--- src/rtl/gray_fifo_ptr_ctrl_pkg.sv ---
// Shared defaults and Gray-code helpers for the FIFO pointer controller.
// Helpers work on a fixed wide vector so any pointer width up to GRAY_MAX_W can use them.
package gray_pkg;

    localparam int ADDR_W     = 3;
    localparam int PTR_W      = ADDR_W + 1;
    localparam int GRAY_MAX_W = 32;

    function automatic logic [GRAY_MAX_W-1:0] bin2gray(input logic [GRAY_MAX_W-1:0] bin);
        return bin ^ (bin >> 1);
    endfunction

    // Full when the write Gray pointer equals the read one with its top two bits inverted.
    function automatic logic gray_full_cmp(input logic [GRAY_MAX_W-1:0] wr_g,
                                           input logic [GRAY_MAX_W-1:0] rd_g,
                                           input int                    ptr_w);
        logic [GRAY_MAX_W-1:0] mask_s;
        mask_s = {{(GRAY_MAX_W-2){1'b0}}, 2'b11} << (ptr_w - 2);
        return (wr_g == (rd_g ^ mask_s));
    endfunction

endpackage

--- src/rtl/gray_fifo_ptr_ctrl_gray_ptr.sv ---
// Binary pointer with a registered Gray copy updated on the same edge.
// Exposes next-state values so flags can be registered in step with the pointers.
module gray_ptr
    import gray_pkg::*;
#(
    parameter int W = 4
) (
    input  logic         clk,
    input  logic         rst_n,
    input  logic         clr,
    input  logic         inc,
    output logic [W-1:0] bin,
    output logic [W-1:0] gray,
    output logic [W-1:0] bin_nxt,
    output logic [W-1:0] gray_nxt
);

    logic [W-1:0] bin_r;
    logic [W-1:0] gray_r;
    logic [W-1:0] bin_nxt_s;
    logic [W-1:0] gray_nxt_s;

    // Next pointer: clear has priority over increment.
    always_comb begin
        bin_nxt_s = bin_r;
        if (clr) begin
            bin_nxt_s = {W{1'b0}};
        end else if (inc) begin
            bin_nxt_s = bin_r + {{(W-1){1'b0}}, 1'b1};
        end else begin
            bin_nxt_s = bin_r;
        end
        gray_nxt_s = W'(bin2gray(GRAY_MAX_W'(bin_nxt_s)));
    end

    // Pointer registers; Gray is loaded from the same next value so it never lags.
    always_ff @(posedge clk or negedge rst_n) begin
        if (!rst_n) begin
            bin_r  <= {W{1'b0}};
            gray_r <= {W{1'b0}};
        end else begin
            bin_r  <= bin_nxt_s;
            gray_r <= gray_nxt_s;
        end
    end

    assign bin      = bin_r;
    assign gray     = gray_r;
    assign bin_nxt  = bin_nxt_s;
    assign gray_nxt = gray_nxt_s;

endmodule

--- src/rtl/gray_fifo_ptr_ctrl.sv ---
// Single-clock FIFO pointer controller: Gray write/read pointers, registered
// full/empty/count/almost_full flags and sticky overflow/underflow.
module gray_fifo_ptr_ctrl
    import gray_pkg::*;
#(
    parameter int ADDR_W   = gray_pkg::ADDR_W,
    parameter int AF_LEVEL = 6
) (
    input  logic                clk,
    input  logic                rst_n,
    input  logic                flush,
    input  logic                wr_req,
    input  logic                rd_req,
    input  logic                clr_err,
    output logic                wr_en,
    output logic                rd_en,
    output logic [ADDR_W-1:0]   wr_addr,
    output logic [ADDR_W-1:0]   rd_addr,
    output logic [ADDR_W:0]     wr_ptr_gray,
    output logic [ADDR_W:0]     rd_ptr_gray,
    output logic                full,
    output logic                empty,
    output logic                almost_full,
    output logic [ADDR_W:0]     count,
    output logic                overflow,
    output logic                underflow
);

    localparam int PTR_W = ADDR_W + 1;

    logic [PTR_W-1:0] wr_bin_s, wr_gray_s, wr_bin_nxt_s, wr_gray_nxt_s;
    logic [PTR_W-1:0] rd_bin_s, rd_gray_s, rd_bin_nxt_s, rd_gray_nxt_s;
    logic [PTR_W-1:0] count_r, count_nxt_s;
    logic             full_r, empty_r, af_r, ovf_r, unf_r;
    logic             full_nxt_s, empty_nxt_s, af_nxt_s, ovf_nxt_s, unf_nxt_s;
    logic             wr_acc_s, rd_acc_s;

    assign wr_acc_s = wr_req & ~full_r & ~flush;
    assign rd_acc_s = rd_req & ~empty_r & ~flush;

    gray_ptr #(.W(PTR_W)) u_wr_ptr (
        .clk      (clk),
        .rst_n    (rst_n),
        .clr      (flush),
        .inc      (wr_acc_s),
        .bin      (wr_bin_s),
        .gray     (wr_gray_s),
        .bin_nxt  (wr_bin_nxt_s),
        .gray_nxt (wr_gray_nxt_s)
    );

    gray_ptr #(.W(PTR_W)) u_rd_ptr (
        .clk      (clk),
        .rst_n    (rst_n),
        .clr      (flush),
        .inc      (rd_acc_s),
        .bin      (rd_bin_s),
        .gray     (rd_gray_s),
        .bin_nxt  (rd_bin_nxt_s),
        .gray_nxt (rd_gray_nxt_s)
    );

    // Flags and occupancy from next-state pointers; a flush zeroes both pointers so empty follows.
    always_comb begin
        count_nxt_s = wr_bin_nxt_s - rd_bin_nxt_s;
        empty_nxt_s = (wr_gray_nxt_s == rd_gray_nxt_s);
        full_nxt_s  = gray_full_cmp(GRAY_MAX_W'(wr_gray_nxt_s), GRAY_MAX_W'(rd_gray_nxt_s), PTR_W);
        af_nxt_s    = (count_nxt_s >= PTR_W'(AF_LEVEL));
    end

    // Sticky errors: flush clears, a new error beats clr_err.
    always_comb begin
        ovf_nxt_s = ovf_r;
        unf_nxt_s = unf_r;
        if (flush) begin
            ovf_nxt_s = 1'b0;
            unf_nxt_s = 1'b0;
        end else begin
            if (wr_req & full_r) begin
                ovf_nxt_s = 1'b1;
            end else if (clr_err) begin
                ovf_nxt_s = 1'b0;
            end else begin
                ovf_nxt_s = ovf_r;
            end
            if (rd_req & empty_r) begin
                unf_nxt_s = 1'b1;
            end else if (clr_err) begin
                unf_nxt_s = 1'b0;
            end else begin
                unf_nxt_s = unf_r;
            end
        end
    end

    // Status registers.
    always_ff @(posedge clk or negedge rst_n) begin
        if (!rst_n) begin
            count_r <= {PTR_W{1'b0}};
            full_r  <= 1'b0;
            empty_r <= 1'b1;
            af_r    <= 1'b0;
            ovf_r   <= 1'b0;
            unf_r   <= 1'b0;
        end else begin
            count_r <= count_nxt_s;
            full_r  <= full_nxt_s;
            empty_r <= empty_nxt_s;
            af_r    <= af_nxt_s;
            ovf_r   <= ovf_nxt_s;
            unf_r   <= unf_nxt_s;
        end
    end

    assign wr_en       = wr_acc_s;
    assign rd_en       = rd_acc_s;
    assign wr_addr     = wr_bin_s[ADDR_W-1:0];
    assign rd_addr     = rd_bin_s[ADDR_W-1:0];
    assign wr_ptr_gray = wr_gray_s;
    assign rd_ptr_gray = rd_gray_s;
    assign count       = count_r;
    assign full        = full_r;
    assign empty       = empty_r;
    assign almost_full = af_r;
    assign overflow    = ovf_r;
    assign underflow   = unf_r;

endmodule

--- config.mk ---
export PLATFORM = sky130hd
export DESIGN_NAME = gray_fifo_ptr_ctrl
export DESIGN_NICKNAME = d
export VERILOG_FILES = /design/src/rtl/gray_fifo_ptr_ctrl_pkg.sv /design/src/rtl/gray_fifo_ptr_ctrl_gray_ptr.sv /design/src/rtl/gray_fifo_ptr_ctrl.sv
export SDC_FILE = /design/constraint.sdc
export NUM_CORES = 1
export LEC_CHECK = 0
export BUFFER_PORTS_ARGS = -buffer_cell sky130_fd_sc_hd__buf_4
export CORE_MARGIN = 2
export CORE_UTILIZATION = 50
export CTS_CLUSTER_DIAMETER = 50
export DETAILED_ROUTE_END_ITERATION = 10
export HOLD_SLACK_MARGIN = 0.1
export PLACE_DENSITY = 0.76
export SKIP_CTS_REPAIR_TIMING = 1
export SLEW_MARGIN = 20
export SYNTH_ARGS = -nofsm -noshare
export SYNTH_HDL_FRONTEND = slang
export SYNTH_SLANG_ARGS = --single-unit
--- constraint.sdc ---
create_clock -name clk -period 2.78 [get_ports clk]
set_input_delay 0 -clock clk [delete_from_list [all_inputs] [get_ports clk]]
set_output_delay 0 -clock clk [all_outputs]
set_load 0.01 [all_outputs]
==> results.md, run 1 <==
- Maximum VDD drop: 0.364 mV
- Final Cycle Share: 0.808
- WP buf/inv: 1
- Worst-Margin Slew: 0.566 ns
- Hpwl dp: 1910 um
- Tmin final: between 2 and 2.5 ns
- Vias per cell: roughly 5.5
- RSZ-0062 raised after global routing: false
- Final Setup Violations: 0
- Post-Syn Instances: 117
- Worst path max stage delay: about 0.44 ns
- Fillers: approximately 160
- Htree depth: 1
- Chip Width: 53.4 um
- Nets@finish: 170
- Post-synth top flop: dfrtp_1
- Max-Cap Viols: 0
- Number of synthesized flops with an enable pin: 0
- Routed wl met2: 1280 um
- Cell Pwr Density: ~570 nW/um^2
- CP Class: reg -> reg
- Post-Route M1 WL: 1230 um
- Core area: 2250 sq um
- Final wirelength: 2670 um
- Netlist Area Pre-Place: 1220 sq um
- Fin. Hold Viols: 0
- Initial antenna violation count: 0
- Critical path arrival: 2.46 ns
- Peak Freq: about 0.44 GHz
- Final worst slack: 0.533 ns
- 1st-iter DRT viols: 15
- Num CTS Buffers: 3
- Initial Util: 0.541
- Flops & latches, synth: 23
- Family with the most delay on the worst path: simple AND/OR/NAND/NOR gates
- Leak: between 0.0007 and 0.0008 uW
- Via count: 1018
- Largest fanout on the critical path: 10
- Slew Viols, Final: 0
- Biggest area consumer among synthesized cells: dfrtp_1
- Synth top area cells: dfrtp_1, xor2_1, ha_1, xnor2_1, nor2_1
- First-pass GRT wire length: about 4200 um
- Clk_lat worst skew: 0.32 ns
- Cell row count: 17
- Worst hold-check path type: in -> reg
- Post-synth ARST share: 1.00
- Yosys Warn Count: 0
- Die extent in y: 53.4 um
- Crit end category: flip-flop
- Post-placement setup slack: 0.554 ns
- IO Count: 31
- Buffer type at the clock tree root: clkbuf_4
- Antenna viol nets, final: 0
- Clock Sink Count: 23
- Top cell type's share of synthesized area: 0.452
- Remaining Overflow, GRT: 0
- Port buffer count: 30
- Clock slew at reported path FFs: around 0.13 ns
- CP required: around 3 ns
- Post-synthesis sequential area ratio: 0.473
- First-pass DRT Iterations: 4
- Met3 Wirelength: 96 um
- Mapped Nets: 129
- Gpl congestion: 0.821
- Synth cell types: 36
- Die area: 2850 sq um
- Max stage delay cell, worst path: dfrtp_1
- Vias in the first global route: around 950
- Clock tree from TritonCTS: yes
- Avg WL per Cell: around 14 um
- Setup crit start kind: flip-flop
- Slew headroom: 0.620
- CP cell instances: nand2b_1 -> xor2_1 -> or2_2 -> ha_1 -> inv_1 -> fa_1 -> nand2_1 -> nand3b_1
- Layout cell share with drive strength beyond 1: 0.236
- CTS Buffer Depth: 2
- Largest net degree at the start of global routing: 24
- DRC: 0
- Final TNS setup: 0 ns
- Status: finished clean
- Area Growth Syn to Fin: 29.4%
- Antenna Cells: 0
- Top layer in use: met4
- Post-Syn Area per Cell: 10.4 sq um
- Clock skew: 0.00646 ns
- GRT Util Overall: 0.211
==> worst paths after layout <==
kind | from | to | slack (ns) | depth (start not counted)
setup / recovery | full | almost_full | 0.53 | 8
hold / removal | flush | u_wr_ptr.gray[2] | 0.56 | 3
setup reg to reg | full | almost_full | 0.53 | 8
hold reg to reg | u_rd_ptr.bin[0] | u_rd_ptr.bin[0] | 0.69 | 2
max in group asynchronous | rst_n | u_rd_ptr.bin[2] | 1.24 | 4
min in group asynchronous | rst_n | u_rd_ptr.bin[3] | 0.63 | 3
==> final cells by class <==
type	count	area, sq um	share of cell area
Clock buffer	4	26.3	0.0167
Inverter	8	30.0	0.0190
Multi-Input combinational cell	83	593	0.376
Sequential cell	23	577	0.366
Tap cell	28	35.0	0.0222
Timing Repair Buffer	39	315	0.200
==> metal layers <==
metal,global-route usage,up-vias
met5,0,-
met4,0.107,0
met3,0.0282,7
met2,0.360,27
met1,0.258,501
li1,-,483
==> kinds of logic after synthesis <==
| group | synth area share |
|---|---|
| AND/OR/NAND/NOR | 0.174 |
| flip-flops | 0.473 |
| AO/OA/AOI/OAI | 0.0986 |
| XOR/XNOR | 0.122 |
| buffers and inverters | 0.0400 |
| adder cells (fa/ha/maj) | 0.0678 |
| multiplexers | 0.0246 |
==> registers in the layout (all words and copies together) (netlist names) <==
register	count
full	1
u_rd_ptr.gray	3
u_rd_ptr.bin	4
underflow	1
overflow	1
u_wr_ptr.bin	4
almost_full	1
count	4
u_wr_ptr.gray	3
empty	1
==> power by group <==
group | total, uW | switching, uW | internal, uW | leakage, uW
clock | 158 | 102 | 56.1 | 0.0000150
combinational | 306 | 149 | 157 | 0.000463
sequential | 427 | 36.6 | 391 | 0.000308
total | 891 | 287 | 603 | 0.000786
==> tightest hold or removal path, delay by kind of cell <==
family,cells,cell delay [ns]
and+or+nand+nor,1,0.07
buffers and inverters,2,0.78
==> synthesized netlist by cell type, types with 2 or more instances <==
cell / instances
o21ai_0: 2
nor3_1: 3
a22oi_1: 2
nand2b_1: 3
nand3b_1: 4
nor2_1: 16
xnor2_1: 7
a21oi_1: 4
inv_1: 8
mux2i_1: 3
o21a_1: 2
a221oi_1: 2
nand2_1: 2
ha_1: 5
a31oi_1: 2
xor2_1: 10
nand4_1: 2
dfrtp_1: 22
==> cell usage in the layout (no fill, tap or decap), types with 2 or more instances in the layout <==
master	n
a21oi_1	4
xor2_1	10
a31oi_1	2
a22oi_1	2
a221oi_1	2
dfrtp_1	22
nor2_1	16
ha_1	5
mux2i_1	3
nand3b_1	4
nand2b_1	3
clkbuf_4	3
nor3_1	3
nand2_1	2
xnor2_1	7
nand4_1	2
dlygate4sd3_1	9
o21ai_0	2
buf_4	30
o21a_1	2
inv_1	8
==> metrics by stage <==
step,hold slack (ns),std cells,instance area [sq um],util,total power (uW)
final,0.563,185,1580,0.699,891
after CTS,-0.439,176,1490,0.659,885
after global placement,-0.0922,172,1460,0.648,720
after floorplan,-0.296,117,1220,-,596
after detailed placement,-0.0920,172,1460,0.648,729
after global routing,0.580,185,1580,0.699,949
(Power assumes the default switching activity.)
==> inputs of run 2 (changes only) <==
CORE_UTILIZATION = 46   (was 50)
PLACE_DENSITY = 0.74   (was 0.76)
clock period = 1.9 ns   (was 2.78 ns; I/O delays follow)
==> results.md, run 2 (same netlist as run 1, synthesis figures left out) <==
- Remaining Overflow, GRT: 0 (unchanged)
- CP required: 2.11 ns (-0.89 ns)
- CTS Buffer Depth: 2 (unchanged)
- Setup crit start kind: flip-flop
- Port buffer count: 30 (unchanged)
- Die extent in y: 55.5 um (+3.9%)
- Clk_lat worst skew: 0.32 ns (about the same)
- Area Growth Syn to Fin: 53.1%
- Clock slew at reported path FFs: 0.13 ns (about the same)
- Most frequent cells in the layout: buf_4, dfrtp_1, nor2_1, xor2_1, xnor2_1
- Initial antenna violation count: 0 (unchanged)
- Maximum VDD drop: 0.728 mV (+100%)
- Num CTS Buffers: 3 (unchanged)
- GRT Max-Usage Layer: met2
- Layout cell share with drive strength beyond 1: 0.478 (+0.242)
- Tmin final: 2.07 ns (-0.181 ns)
- Comb pwr share: 0.458 (+0.115)
- Fin Hold WS: 0.0879 ns (-0.475 ns)
- Global Route met1 Usage: 0.247 (-0.0115)
- Peak Freq: 0.484 GHz (+8.8%)
- First-pass DRT Iterations: 4 (unchanged)
- Sequential fraction of design power: 0.391 (-0.089)
- Leak: 0.000926 uW (+18%)
- Htree depth: 1 (unchanged)
- Final core occ: 0.746 (+0.0470)
- GR met3 Demand/Resource: 0.0375 (+0.00922)
- Failing checks: setup timing
- Cell Pwr Density: 833 nW/um^2 (+47%)
- DRC: 0 (unchanged)
- Switching share of total power: 0.321 (-0.00168)
- Total net switching power: 499 uW (+73%)
- Nets@finish: 195 (+15%)
- Vias per cell: 5.32 (-3.3%)
- Final wirelength: 3200 um (+20%)
- Gpl congestion: 0.805 (-1.9%)
- Clock tree from TritonCTS: yes
- Largest net degree at the start of global routing: 24 (unchanged)
- Largest fanout on the critical path: 2 (-8)
- GRT Util Overall: 0.203 (-0.00840)
- Clock Sink Count: 23 (unchanged)
- Final Cycle Share: 1.09 (+0.279)
- Final cell count without fillers: 212 (+15%)
- Status: finished, violations left
- Core area: 2500 sq um (+11%)
- Max-Cap Viols: 0 (unchanged)
- Dpl cells: 195 (+13%)
- Crit end category: flip-flop
- Vias in the first global route: 1134 (+19%)
- RSZ-0062 raised after global routing: true
- Tot Pwr: 1550 uW (+74%)
- Die area: 3080 sq um (+8.0%)
- Avg WL per Cell: 15.1 um (+4.6%)
- Cell row count: 18 (+1)
- Final worst slack: -0.166 ns (-0.699 ns)
- Internal power: 1050 uW (+75%)
- Critical path arrival: 2.27 ns (-0.19 ns)
- Via count: 1128 (+11%)
- 1st-iter DRT viols: 36 (+21)
- Antenna Cells: 0 (unchanged)
- Worst hold-check path type: in -> async
- Slew Viols, Final: 0 (unchanged)
- Worst-Margin Slew: 0.294 ns (-0.273 ns)
- Fin. Hold Viols: 0 (unchanged)
- Buffer type at the clock tree root: clkbuf_4
- First-pass GRT wire length: 4950 um (+17%)
- Chip Width: 55.5 um (+3.9%)
- Initial Util: 0.487 (-0.0530)
- Hpwl dp: 2220 um (+16%)
- Commonest non-fill, non-tap cell in the layout: buf_4
- CP Class: reg -> reg
- Clock skew: 0.00737 ns (+0.000905 ns)
- Grt met2 use: 0.349 (-0.0114)
- Final Setup Violations: 4 (+4)
- Final TNS setup: -0.430 ns (-0.430 ns)
- Antenna viol nets, final: 0 (unchanged)
- Slew headroom: 0.803 (+0.183)
- IO Count: 31 (unchanged)
- Clk network pwr share: 0.151 (-0.026)
run 2: changes by cell type in the layout (fill, tap and decap cells not counted), sizes merged:
| cell | delta |
|---|---|
| buf | +29 |
| dlygate4sd3 | -4 |
run 2: power by group through the flow:
| stage | combinational (uW) | clock (uW) | sequential [uW] |
|---|---|---|---|
| floorplan | 222 | 0 | 668 |
| global placement | 553 | 0 | 612 |
| detailed placement | 571 | 0 | 614 |
| CTS | 572 | 239 | 605 |
| global route | 763 | 251 | 617 |
| finish | 711 | 234 | 608 |
run 2: worst paths after layout:
check                                startpoint         endpoint  slack (ns)  cells after the start
worst min-delay path                      rst_n  u_rd_ptr.bin[2]        0.09                      2
max in group asynchronous                 rst_n            empty        1.54                      2
worst max-delay path            u_rd_ptr.bin[0]      almost_full       -0.17                      9
min in group clk                         wr_req  u_wr_ptr.bin[0]        0.22                      5
worst min register to register         overflow         overflow        0.55                      2
worst max register to register  u_rd_ptr.bin[0]      almost_full       -0.17                      9
run 2: routing by layer:
layer	wire (um)	vias up	part of all wire
met5	0	-	0
met4	83	0	0.026
met3	104	9	0.033
met2	1610	28	0.50
met1	1400	561	0.44
li1	-	530	-
run 2: area by class of cell:
type,instances,area (sq um)
multi-input combinational,83,696
fill,183,634
sequential,23,579
timing repair buffer,64,497
tap,30,37.5
inverter,8,30.0
clock buffer,4,26.3
run 2: critical path, cell delays in order, from the launching register on:
cell and delay [ns]:
dfrtp_2 0.46, ha_4 0.28, nand3b_1 0.11, a21oi_2 0.22, inv_2 0.06, buf_4 0.14, fa_2 0.39, xor2_2 0.16
nand2_1 0.06, nand3b_1 0.08
run 2: per-stage QoR:
step	cell area, sq um	setup WS (ns)
after global placement	1660	-0.0587
after global routing	1870	-0.234
after CTS	1690	-0.164
after detailed placement	1660	-0.150
final	1870	-0.166
after floorplan	1260	-0.120
==> inputs of run 3 (changes only) <==
CORE_MARGIN = 5   (was 2)
==> results.md, run 3 (same netlist as run 1, synthesis figures left out) <==
- Clock slew at reported path FFs: 0.13 ns (about the same)
- CTS Buffer Depth: 2 (unchanged)
- Clock skew: 0.00287 ns (-0.00450 ns)
- Most frequent cells in the layout: buf_4, dfrtp_1, nor2_1, xor2_1, xnor2_1
- Final wirelength: 3080 um (-3.8%)
- Post-placement setup slack: -0.111 ns (+0.0394 ns)
- Chip Width: 61.5 um (+11%)
- Critical path arrival: 2.22 ns (-0.05 ns)
- Antenna Cells: 0 (unchanged)
- Cell row count: 18 (unchanged)
- Gpl congestion: 0.867 (+7.7%)
- GRT Util Overall: 0.166 (-0.0369)
- Initial antenna violation count: 0 (unchanged)
- Tot Pwr: 1490 uW (-4.2%)
- CP required: 2.10 ns (about the same)
- Peak Freq: 0.496 GHz (+2.4%)
- Die extent in y: 61.5 um (+11%)
- Maximum VDD drop: 0.653 mV (-10%)
- Clock tree from TritonCTS: yes
- Crit end category: flip-flop
- Dpl cells: 195 (unchanged)
- R2R depth: 9 (unchanged)
- Final worst slack: -0.117 ns (+0.0490 ns)
- Nets@finish: 191 (-2.1%)
- 1st-iter DRT viols: 38 (+5.6%)
- Slew Viols, Final: 0 (unchanged)
- RSZ-0062 raised after global routing: true
- CP Class: reg -> reg
- Commonest non-fill, non-tap cell in the layout: buf_4
- Final cell count without fillers: 208 (-1.9%)
- Tmin final: 2.02 ns (-0.0490 ns)
- Clock Sink Count: 23 (unchanged)
- Final Cycle Share: 1.06 (-0.0258)
- Clk_lat worst skew: 0.31 ns (about the same)
- Final Setup Violations: 4 (unchanged)
- Fin. Hold Viols: 0 (unchanged)
- Vias in the first global route: 1009 (-11%)
- Die area: 3780 sq um (+23%)
- First-pass GRT wire length: 4650 um (-6.0%)
- Setup crit start kind: flip-flop
- Hpwl dp: 2210 um (-0.18%)
- Leak: 0.000898 uW (-3.0%)
- Post-route cell area: 1850 sq um (-1.0%)
- Area Growth Syn to Fin: 51.5%
- IO Count: 31 (unchanged)
- Htree depth: 1 (unchanged)
- Worst-Margin Slew: 0.290 ns (-0.00329 ns)
- Layout cell share with drive strength beyond 1: 0.449 (-0.0286)
- Largest net degree at the start of global routing: 24 (unchanged)
- Slew headroom: 0.804 (+0.00155)
- Status: finished, violations left
- Initial Util: 0.487 (unchanged)
- Worst hold-check path type: in -> async
- Antenna viol nets, final: 0 (unchanged)
- Buffer type at the clock tree root: clkbuf_4
- DRC: 0 (unchanged)
- First-pass DRT Iterations: 4 (unchanged)
- Core area: 2500 sq um (unchanged)
- Failing checks: setup timing
- Port buffer count: 30 (unchanged)
- Vias per cell: 5.26 (-1.1%)
- Cell Pwr Density: 806 nW/um^2 (-3.3%)
- Largest fanout on the critical path: 2 (unchanged)
- Via count: 1094 (-3.0%)
- Dpl cell area: 1660 sq um (unchanged)
- Final TNS setup: -0.301 ns (+0.129 ns)
- Avg WL per Cell: 14.8 um (-2.0%)
- Max-Cap Viols: 0 (unchanged)
- Remaining Overflow, GRT: 0 (unchanged)
- Num CTS Buffers: 3 (unchanged)
[run 3: cell count changes in the layout (fill, tap and decap cells not counted), sizes merged]
| cell | previous run | this run |
|---|---|---|
| buf | 59 | 54 |
| dlygate4sd3 | 5 | 6 |
[run 3: worst paths after layout]
path / start / to / slack [ns]
max: empty / almost_full / -0.12
min in group clk: underflow / underflow / 0.57
min: rst_n / count[0] / 0.11
max in group asynchronous: rst_n / empty / 1.51
max reg2reg: empty / almost_full / -0.12
min reg2reg: underflow / underflow / 0.57
[run 3: worst max-delay path, stage by stage (launching register included)]
cell and delay, ns:
dfstp_2 0.55, and2b_1 0.20, xnor2_1 0.12, nor2_1 0.13, ha_2 0.19, inv_2 0.05, fa_2 0.37, xor2_2 0.16
nand2_1 0.06, nand3b_1 0.08
[run 3: final cells by class]
cell class / count / area, sq um
Clock buffer: 4 / 26.3
Timing Repair Buffer: 60 / 469
Sequential cell: 23 / 579
Inverter: 8 / 30.0
Tap cell: 30 / 37.5
Multi-Input combinational cell: 83 / 704
Fill cell: 192 / 653
[run 3: report_power, final]
group | switching (uW) | internal (uW) | leakage (uW)
logic | 291 | 358 | 0.000578
clock network | 146 | 81.9 | 0.0000150
registers | 37.5 | 572 | 0.000305
total | 475 | 1010 | 0.000898
[run 3: stage by stage]
step                      hold slack [ns]   util
after floorplan                    -0.296      -
after global placement            -0.0968  0.665
after detailed placement          -0.0890  0.665
after CTS                          -0.439  0.675
after global routing                0.127  0.739
final                               0.109  0.739
[run 3: layer usage]
layer,vias up,track usage,part of all wire
met3,2,0.0314,0.047
met2,26,0.292,0.52
met4,0,0.0485,0.0068
li1,526,-,-
met5,-,0,0
met1,540,0.208,0.42
